`src/rtl/mem_arbiter.sv`:
```
// rtl/mem_arbiter.sv - two-requester round-robin arbiter for a single-port data RAM
module mem_arbiter #(
    parameter int ADDR_W = 32,
    parameter int DATA_W = 32,
    parameter int RD_LAT = 1
) (
    input  logic              clk,
    input  logic              rst,
    input  logic              m0_req,
    input  logic              m0_we,
    input  logic [ADDR_W-1:0] m0_addr,
    input  logic [DATA_W-1:0] m0_wdata,
    output logic              m0_gnt,
    output logic              m0_rvalid,
    output logic [DATA_W-1:0] m0_rdata,
    input  logic              m1_req,
    input  logic              m1_we,
    input  logic [ADDR_W-1:0] m1_addr,
    input  logic [DATA_W-1:0] m1_wdata,
    output logic              m1_gnt,
    output logic              m1_rvalid,
    output logic [DATA_W-1:0] m1_rdata,
    output logic              mem_en,
    output logic              mem_we,
    output logic [ADDR_W-1:0] mem_addr,
    output logic [DATA_W-1:0] mem_wdata,
    input  logic [DATA_W-1:0] mem_rdata
);

    typedef enum logic [1:0] {IDLE, ISSUE, WAIT} state_t;

    localparam logic [2:0] LAT = 3'(RD_LAT);

    state_t            state, state_nxt;
    logic              owner, owner_nxt;
    logic              last_gnt, last_gnt_nxt;
    logic [2:0]        cnt, cnt_nxt;
    logic              own_req, own_we;
    logic [ADDR_W-1:0] own_addr;
    logic [DATA_W-1:0] own_wdata;

    always_ff @(posedge clk or posedge rst) begin
        if (rst) begin
            state    <= IDLE;
            owner    <= 1'b0;
            last_gnt <= 1'b1;
            cnt      <= 3'd0;
        end else begin
            state    <= state_nxt;
            owner    <= owner_nxt;
            last_gnt <= last_gnt_nxt;
            cnt      <= cnt_nxt;
        end
    end

    always_comb begin
        state_nxt    = state;
        owner_nxt    = owner;
        last_gnt_nxt = last_gnt;
        cnt_nxt      = cnt;
        m0_gnt       = 1'b0;
        m1_gnt       = 1'b0;
        m0_rvalid    = 1'b0;
        m1_rvalid    = 1'b0;
        m0_rdata     = '0;
        m1_rdata     = '0;
        mem_en       = 1'b0;
        mem_we       = 1'b0;
        mem_addr     = '0;
        mem_wdata    = '0;

        // Only the owner's command path is ever visible on the RAM side.
        own_req   = owner ? m1_req   : m0_req;
        own_we    = owner ? m1_we    : m0_we;
        own_addr  = owner ? m1_addr  : m0_addr;
        own_wdata = owner ? m1_wdata : m0_wdata;

        case (state)
            IDLE: begin
                if (m0_req && m1_req) begin
                    owner_nxt = ~last_gnt;
                    state_nxt = ISSUE;
                end else if (m0_req) begin
                    owner_nxt = 1'b0;
                    state_nxt = ISSUE;
                end else if (m1_req) begin
                    owner_nxt = 1'b1;
                    state_nxt = ISSUE;
                end
            end
            ISSUE: begin
                if (own_req) begin
                    mem_en       = 1'b1;
                    mem_we       = own_we;
                    mem_addr     = own_addr;
                    mem_wdata    = own_wdata;
                    m0_gnt       = ~owner;
                    m1_gnt       = owner;
                    last_gnt_nxt = owner;
                    if (own_we) begin
                        state_nxt = IDLE;
                    end else begin
                        cnt_nxt   = 3'd1;
                        state_nxt = WAIT;
                    end
                end else begin
                    // Requester withdrew before being granted: abandon without touching fairness.
                    state_nxt = IDLE;
                end
            end
            WAIT: begin
                cnt_nxt = cnt + 3'd1;
                if (cnt == LAT) begin
                    m0_rvalid = ~owner;
                    m1_rvalid = owner;
                    m0_rdata  = owner ? '0 : mem_rdata;
                    m1_rdata  = owner ? mem_rdata : '0;
                    state_nxt = IDLE;
                end
            end
            default: state_nxt = IDLE;
        endcase
    end

endmodule

```
`config.mk`:
```
export PLATFORM = sky130hd
export DESIGN_NAME = mem_arbiter
export DESIGN_NICKNAME = d
export VERILOG_FILES = /design/src/rtl/mem_arbiter.sv
export SDC_FILE = /design/constraint.sdc
export NUM_CORES = 1
export LEC_CHECK = 0
export ABC_CLOCK_PERIOD_IN_PS = 2200
export CAP_MARGIN = 0
export CORE_AREA = 2 2 115 117
export DETAILED_ROUTE_END_ITERATION = 16
export DIE_AREA = 0 0 117 119
export PLACE_DENSITY_LB_ADDON = 0.2
export SLEW_MARGIN = 20
export SYNTH_ARGS = -nofsm -noshare
export SYNTH_HDL_FRONTEND = slang
export SYNTH_SLANG_ARGS = --single-unit
```
`constraint.sdc`:
```
create_clock -name clk -period 2.2 [get_ports clk]
set_clock_uncertainty 0.1 [all_clocks]
set_input_delay 0.44 -clock clk [delete_from_list [all_inputs] [get_ports clk]]
set_output_delay 0.44 -clock clk [all_outputs]
set_load 0.01 [all_outputs]
```
==> impl_metrics.env, run 1 <==
export IMPL_status="complete, but fails checks"
export IMPL_failed_checks="negative setup slack"
export IMPL_synth_top_cell_area_share=0.3596
export IMPL_worst_slack_ns=-0.07512
export IMPL_fmax_mhz=439.5
export IMPL_cp_data_required_time_ns=1.66
export IMPL_clkTransAtPathRegs_ns=0.04
export IMPL_utilization=0.4481
export IMPL_wire_per_inst_um=15.39
export IMPL_synth_edf_count=0
export IMPL_final_nets=759
export IMPL_fin_crit_sh=1.034
export IMPL_ys_types=29
export IMPL_ff2ff_path_depth=5
export IMPL_gp_congestion=0.7462
export IMPL_rows=42
export IMPL_ys_ff_latch=7
export IMPL_n_antenna_cell=0
export IMPL_core_area_sq_um=12870
export IMPL_area_growth_pct=218.9
export IMPL_drc=0
export IMPL_insertion_delay_ns=0.23
export IMPL_grt_overflow_total=0
export IMPL_grt_max_degree=19
export IMPL_cts_root_buffer="clkbuf_16"
export IMPL_die_w_um=117
export IMPL_yosysTopAreaCell="mux2i_1"
export IMPL_via_per_inst=4.035
export IMPL_grt_pass1_wl_mm=16.43
export IMPL_synth_nets=421
export IMPL_yosys_top_cells_area="mux2i_1 (36%), and2_1 (22%), nor2_1 (14%)"
export IMPL_yosysWarnings=0
export IMPL_maxSlewViolCount=0
export IMPL_final_area_sq_um=5769
export IMPL_dpl_hpwl_mm=8.375
export IMPL_finalHoldViolCount=0
export IMPL_arrival_ns=1.74
export IMPL_die_area_sq_um=13920
export IMPL_async_flop_share=1.000
export IMPL_setup_violations_final=57
export IMPL_portBuffers=299
export IMPL_start_kind="flop"
export IMPL_synth_cells=253
export IMPL_grtUsageTotal=0.1508
export IMPL_final_layout_size_suffix_gt1_frac=0.4695
export IMPL_rsz0062_at_grt="yes"
export IMPL_die_h_um=119
export IMPL_cts_sinks=7
export IMPL_period_minus_slack_ns=2.275
export IMPL_hold_class="in2async"
export IMPL_syn_area_sq_um=1809
export IMPL_antenna_left=0
export IMPL_numCtsBuffers=3
export IMPL_drtIter0Drc=50
export IMPL_ir_worst_vdd_v=0.0003454
export IMPL_ys_seq_area_frac=0.09751
export IMPL_multi_input_area_sq_um=1886
export IMPL_htree_levels=1
export IMPL_final_fill_count=1310
export IMPL_path_class="reg2out"
export IMPL_syn_area_per_cell_sq_um=7.151
export IMPL_initial_core_util=0.1405
export IMPL_placedCellCount=732
export IMPL_place_area_sq_um=5156
export IMPL_ys_flop_type="dfrtp_1"
export IMPL_num_io_pins=300
export IMPL_max_slew_margin_rel=0.8041
export IMPL_fin_cells=766
export IMPL_endpoint_kind="output pin"
export IMPL_tightest_slew_ns=0.2857
export IMPL_antenna_found_initial=0
export IMPL_num_vias=3091
export IMPL_power_density_nw_per_um2=805.9
export IMPL_drt_wl_total_mm=11.79
export IMPL_p_leak_nw=2.794
export IMPL_dr_pass1_iters=4
export IMPL_max_cap_viol_count=0
export IMPL_tritoncts="done"
export IMPL_ff_latch_area_sq_um=180.2
export IMPL_grt_pass1_vias=3179
export IMPL_cp_max_fo=8
export IMPL_cts_max_path_buffers=2
## cells in the final DEF (no fill, tap or decap), drive strengths merged
cell           count
nor2b              2
a31oi              1
a21oi              1
clkdlybuf4s50    163
and2              64
o31ai              1
mux2i             65
and4b              1
inv                3
nand3b             1
dfstp              1
xor2               1
buf              185
mux2               1
clkbuf             6
dfrtp              6
o22ai              1
a21o               2
ha                 2
o21a               3
dlygate4sd2        4
nor3b              1
nor2              67
nand2b             4
nand2              1
o21ai              2
xnor2              1
## final timing paths
kind | to | slack [ns] | from
worst max-delay path | m1_rdata[16] | -0.08 | cnt[0]
worst min-delay path | owner | 0.34 | rst
worst max register to register | cnt[1] | 0.55 | owner
worst min register to register | last_gnt | 0.40 | last_gnt
max in group asynchronous | last_gnt | 1.39 | rst
min in group clk | last_gnt | 0.40 | last_gnt
## stage by stage
step	TNS (ns)	hold WS, ns	power (mW)	worst slack [ns]
3_3_place_gp	-44.91	0.3859	3.288	-0.5259
2_1_floorplan	0	0.1427	1.756	0.2986
4_1_cts	-5.295	0.3551	4.225	-0.1671
3_5_place_dp	-48.26	0.3996	3.310	-0.5235
5_1_grt	-7.006	0.3838	4.951	-0.1444
6_report	-1.980	0.3373	4.649	-0.07512
## metal layers
layer  track usage  wire length, um
met2        0.3219             6699
met1        0.1368             3678
met3       0.04173             1335
met4       0.02132               74
met5             0                0
## Yosys cell counts, drive strengths merged (2+ instances only)
master,instances
nand2b,4
dfrtp,6
o21ai,2
nor2,67
nor2b,2
buf,18
o21a,3
mux2i,65
inv,3
ha,2
clkbuf,4
and2,64
## logic make-up (layout without fill, tap and decap cells)
family          Yosys count  after routing  share of synthesized area
simple gates            141            141                     0.4039
compound gates           10             11                    0.03873
mux                      66             66                     0.3658
flops                     7              7                    0.09751
xor+xnor                  2              2                   0.009684
fa+ha+maj                 2              2                    0.01383
buf+inv                  25            361                    0.07054
## sequential cells by signal, summed over array words and instances (netlist names)
signal / cells
cnt: 3
last_gnt: 1
owner: 1
state: 2
## power breakdown
| group | internal [mW] | switching [mW] | total [mW] |
|---|---|---|---|
| Combinational | 2.31 | 1.77 | 4.08 |
| Sequential | 0.204 | 0.0505 | 0.254 |
| Clock | 0.242 | 0.0739 | 0.316 |
| Total | 2.76 | 1.89 | 4.65 |
## final cells by class
type,count,share of cell area
Timing Repair Buffer,354,0.5882
Multi-Input combinational cell,222,0.3268
Tap cell,176,0.03817
Sequential cell,7,0.03123
Clock buffer,4,0.01366
Inverter,3,0.001952
## critical path, cell delays in order, from the launching register on
cell and delay (ns):
dfrtp_1 0.40, ha_4 0.16, nor2b_4 0.12, and4b_2 0.25
buf_4 0.16, buf_16 0.13, and2_1 0.15, buf_2 0.13
## repair_timing
item / 4_1_cts / 5_1_grt
resized for setup: 600 / 114
hold buffers: 0 / 0
cloned: 13 / 2
setup endpoints to repair: 134 / 100
buffers inserted: 11 / 8
pin swaps: 19 / 33
Power figures use the tool's default switching activity.
==> run 2: changes to the inputs <==
--- a/config.mk
+++ b/config.mk
@@ -10,7 +10,7 @@
 export CORE_AREA = 2 2 115 117
 export DETAILED_ROUTE_END_ITERATION = 16
 export DIE_AREA = 0 0 117 119
-export PLACE_DENSITY_LB_ADDON = 0.2
+export PLACE_DENSITY = 0.54
 export SLEW_MARGIN = 20
 export SYNTH_ARGS = -nofsm -noshare
 export SYNTH_HDL_FRONTEND = slang
==> impl_metrics.env, run 2 (synthesis gave the netlist of run 1 again) <==
export IMPL_grtUsageTotal=0.1521
export IMPL_final_nets=762
export IMPL_grt_overflow_total=0
export IMPL_drtIter0Drc=90
export IMPL_gp_congestion=0.7871
export IMPL_final_fill_count=1193
export IMPL_initial_core_util=0.1405
export IMPL_rsz0062_at_grt="yes"
export IMPL_portBuffers=299
export IMPL_insertion_delay_ns=0.24
export IMPL_htree_levels=1
export IMPL_final_layout_size_suffix_gt1_frac=0.5616
export IMPL_max_slew_margin_rel=0.8024
export IMPL_wl_met2_mm=7.439
export IMPL_top_regs="cnt: 3 flops, state: 2 flops"
export IMPL_path_class="reg2out"
export IMPL_power_density_nw_per_um2=829.0
export IMPL_grt_pass1_wl_mm=16.37
export IMPL_dr_pass1_iters=4
export IMPL_tightest_slew_ns=0.2881
export IMPL_finalHoldViolCount=0
export IMPL_wl_met1_mm=4.433
export IMPL_arrival_ns=1.73
export IMPL_antenna_found_initial=0
export IMPL_setup_tns_ns=-2.868
export IMPL_ff2ff_path_depth=7
export IMPL_hold_slack_ns=0.3389
export IMPL_largest_reg_flops=3
export IMPL_die_h_um=119
export IMPL_area_growth_pct=259.5
export IMPL_cts_root_buffer="clkbuf_16"
export IMPL_final_cell_mix="clkdlybuf4s50_1 (163), buf_6 (97), and2_4 (46)"
export IMPL_drt_wl_total_mm=13.13
export IMPL_via_per_inst=4.166
export IMPL_grt_max_degree=26
export IMPL_reg2reg_from="owner"
export IMPL_cts_max_path_buffers=2
export IMPL_status="complete, but fails checks"
export IMPL_cp_max_fo=9
export IMPL_n_antenna_cell=0
export IMPL_fmax_mhz=441.0
export IMPL_worst_slack_ns=-0.06767
export IMPL_clkTransAtPathRegs_ns=0.04
export IMPL_die_area_sq_um=13920
export IMPL_setup_violations_final=67
export IMPL_cp_data_required_time_ns=1.66
export IMPL_hold_class="in2async"
export IMPL_highest_layer="met4"
export IMPL_tritoncts="done"
export IMPL_antenna_left=0
export IMPL_place_area_sq_um=5161
export IMPL_r2r_slack_ns=0.31
export IMPL_core_area_sq_um=12870
export IMPL_cts_sinks=7
export IMPL_r2r_end="cnt[0]"
export IMPL_wire_per_inst_um=17.07
export IMPL_dpl_hpwl_mm=8.656
export IMPL_numCtsBuffers=3
export IMPL_endpoint_kind="output pin"
export IMPL_layout_commonest_cell="clkdlybuf4s50_1"
export IMPL_num_vias=3204
export IMPL_die_w_um=117
export IMPL_drc=0
export IMPL_period_minus_slack_ns=2.268
export IMPL_rows=42
export IMPL_start_kind="flop"
export IMPL_regMostFlops="cnt"
export IMPL_p_leak_nw=2.897
export IMPL_wl_met3_mm=1.061
export IMPL_final_area_sq_um=6504
export IMPL_max_cap_viol_count=0
export IMPL_maxSlewViolCount=0
export IMPL_grt_pass1_vias=3221
export IMPL_failed_checks="negative setup slack"
export IMPL_ir_worst_vdd_v=0.0004440
export IMPL_fin_crit_sh=1.031
export IMPL_num_io_pins=300
## run 2: cell types whose count changed in the layout (fill, tap and decap cells not counted), sizes merged
| cell | previous run | this run |
|---|---|---|
| dlymetal6s2s | 0 | 1 |
| a21o | 2 | 1 |
| dlygate4sd2 | 4 | 3 |
| buf | 185 | 184 |
| clkbuf | 6 | 11 |
## run 2: worst max-delay path by stage
stage	startpoint	end	slack, ns	depth (start not counted)
floorplan	cnt[1]	m0_rdata[10]	0.30	6
global placement	m0_req	mem_wdata[5]	-0.51	6
detailed placement	m0_req	mem_wdata[5]	-0.53	6
CTS	cnt[1]	m1_rdata[16]	-0.07	8
global route	cnt[1]	m0_rdata[3]	-0.14	8
finish	cnt[1]	m1_rdata[17]	-0.07	8
## run 2: layout make-up
type	count	area [sq um]	area share
repair buffers	358	3779	0.5810
multi-input cells	221	2235	0.3436
well taps	176	220.2	0.03386
flip-flops and latches	7	180.2	0.02770
clock buffers	4	78.83	0.01212
inverters	3	11.26	0.001731
## run 2: repair_timing
| action | CTS | global route |
|---|---|---|
| setup buffers | 14 | 3 |
| endpoints found under the setup margin | 134 | 129 |
| pin swaps | 39 | 45 |
| hold buffers | 0 | 0 |
| cloned | 10 | 9 |
| gates resized for setup | 604 | 240 |
| endpoints found under the hold margin | 0 | 0 |
## run 2: worst max-delay path, stage by stage, from the launching register on
cell and delay (ns):
dfrtp_1 0.37, inv_2 0.08, ha_4 0.12, nor2b_4 0.14, and4b_2 0.26, buf_6 0.14, buf_12 0.12, and2_1 0.13
buf_2 0.13
## run 2: power by group
group | switching (mW) | internal (mW) | leakage (nW)
Sequential | 0.0532 | 0.204 | 0.0845
Clock | 0.0753 | 0.242 | 0.0382
Combinational | 2.09 | 2.72 | 2.77
Total | 2.22 | 3.17 | 2.90
## run 2: metrics by stage
step,util,setup WS (ns),std cells,total power [mW]
after floorplan,-,0.2986,253,1.756
after global placement,0.4009,-0.5150,731,3.306
after detailed placement,0.4009,-0.5343,731,3.328
after CTS,0.4075,-0.06558,759,3.961
after global routing,0.5052,-0.1408,769,5.684
final,0.5052,-0.06767,769,5.391
## run 2: layer usage
layer / up-vias / GRT usage
li1: 1513 / -
met1: 1492 / 0.1421
met2: 188 / 0.3183
met3: 11 / 0.03155
met4: 0 / 0.04044
met5: - / 0
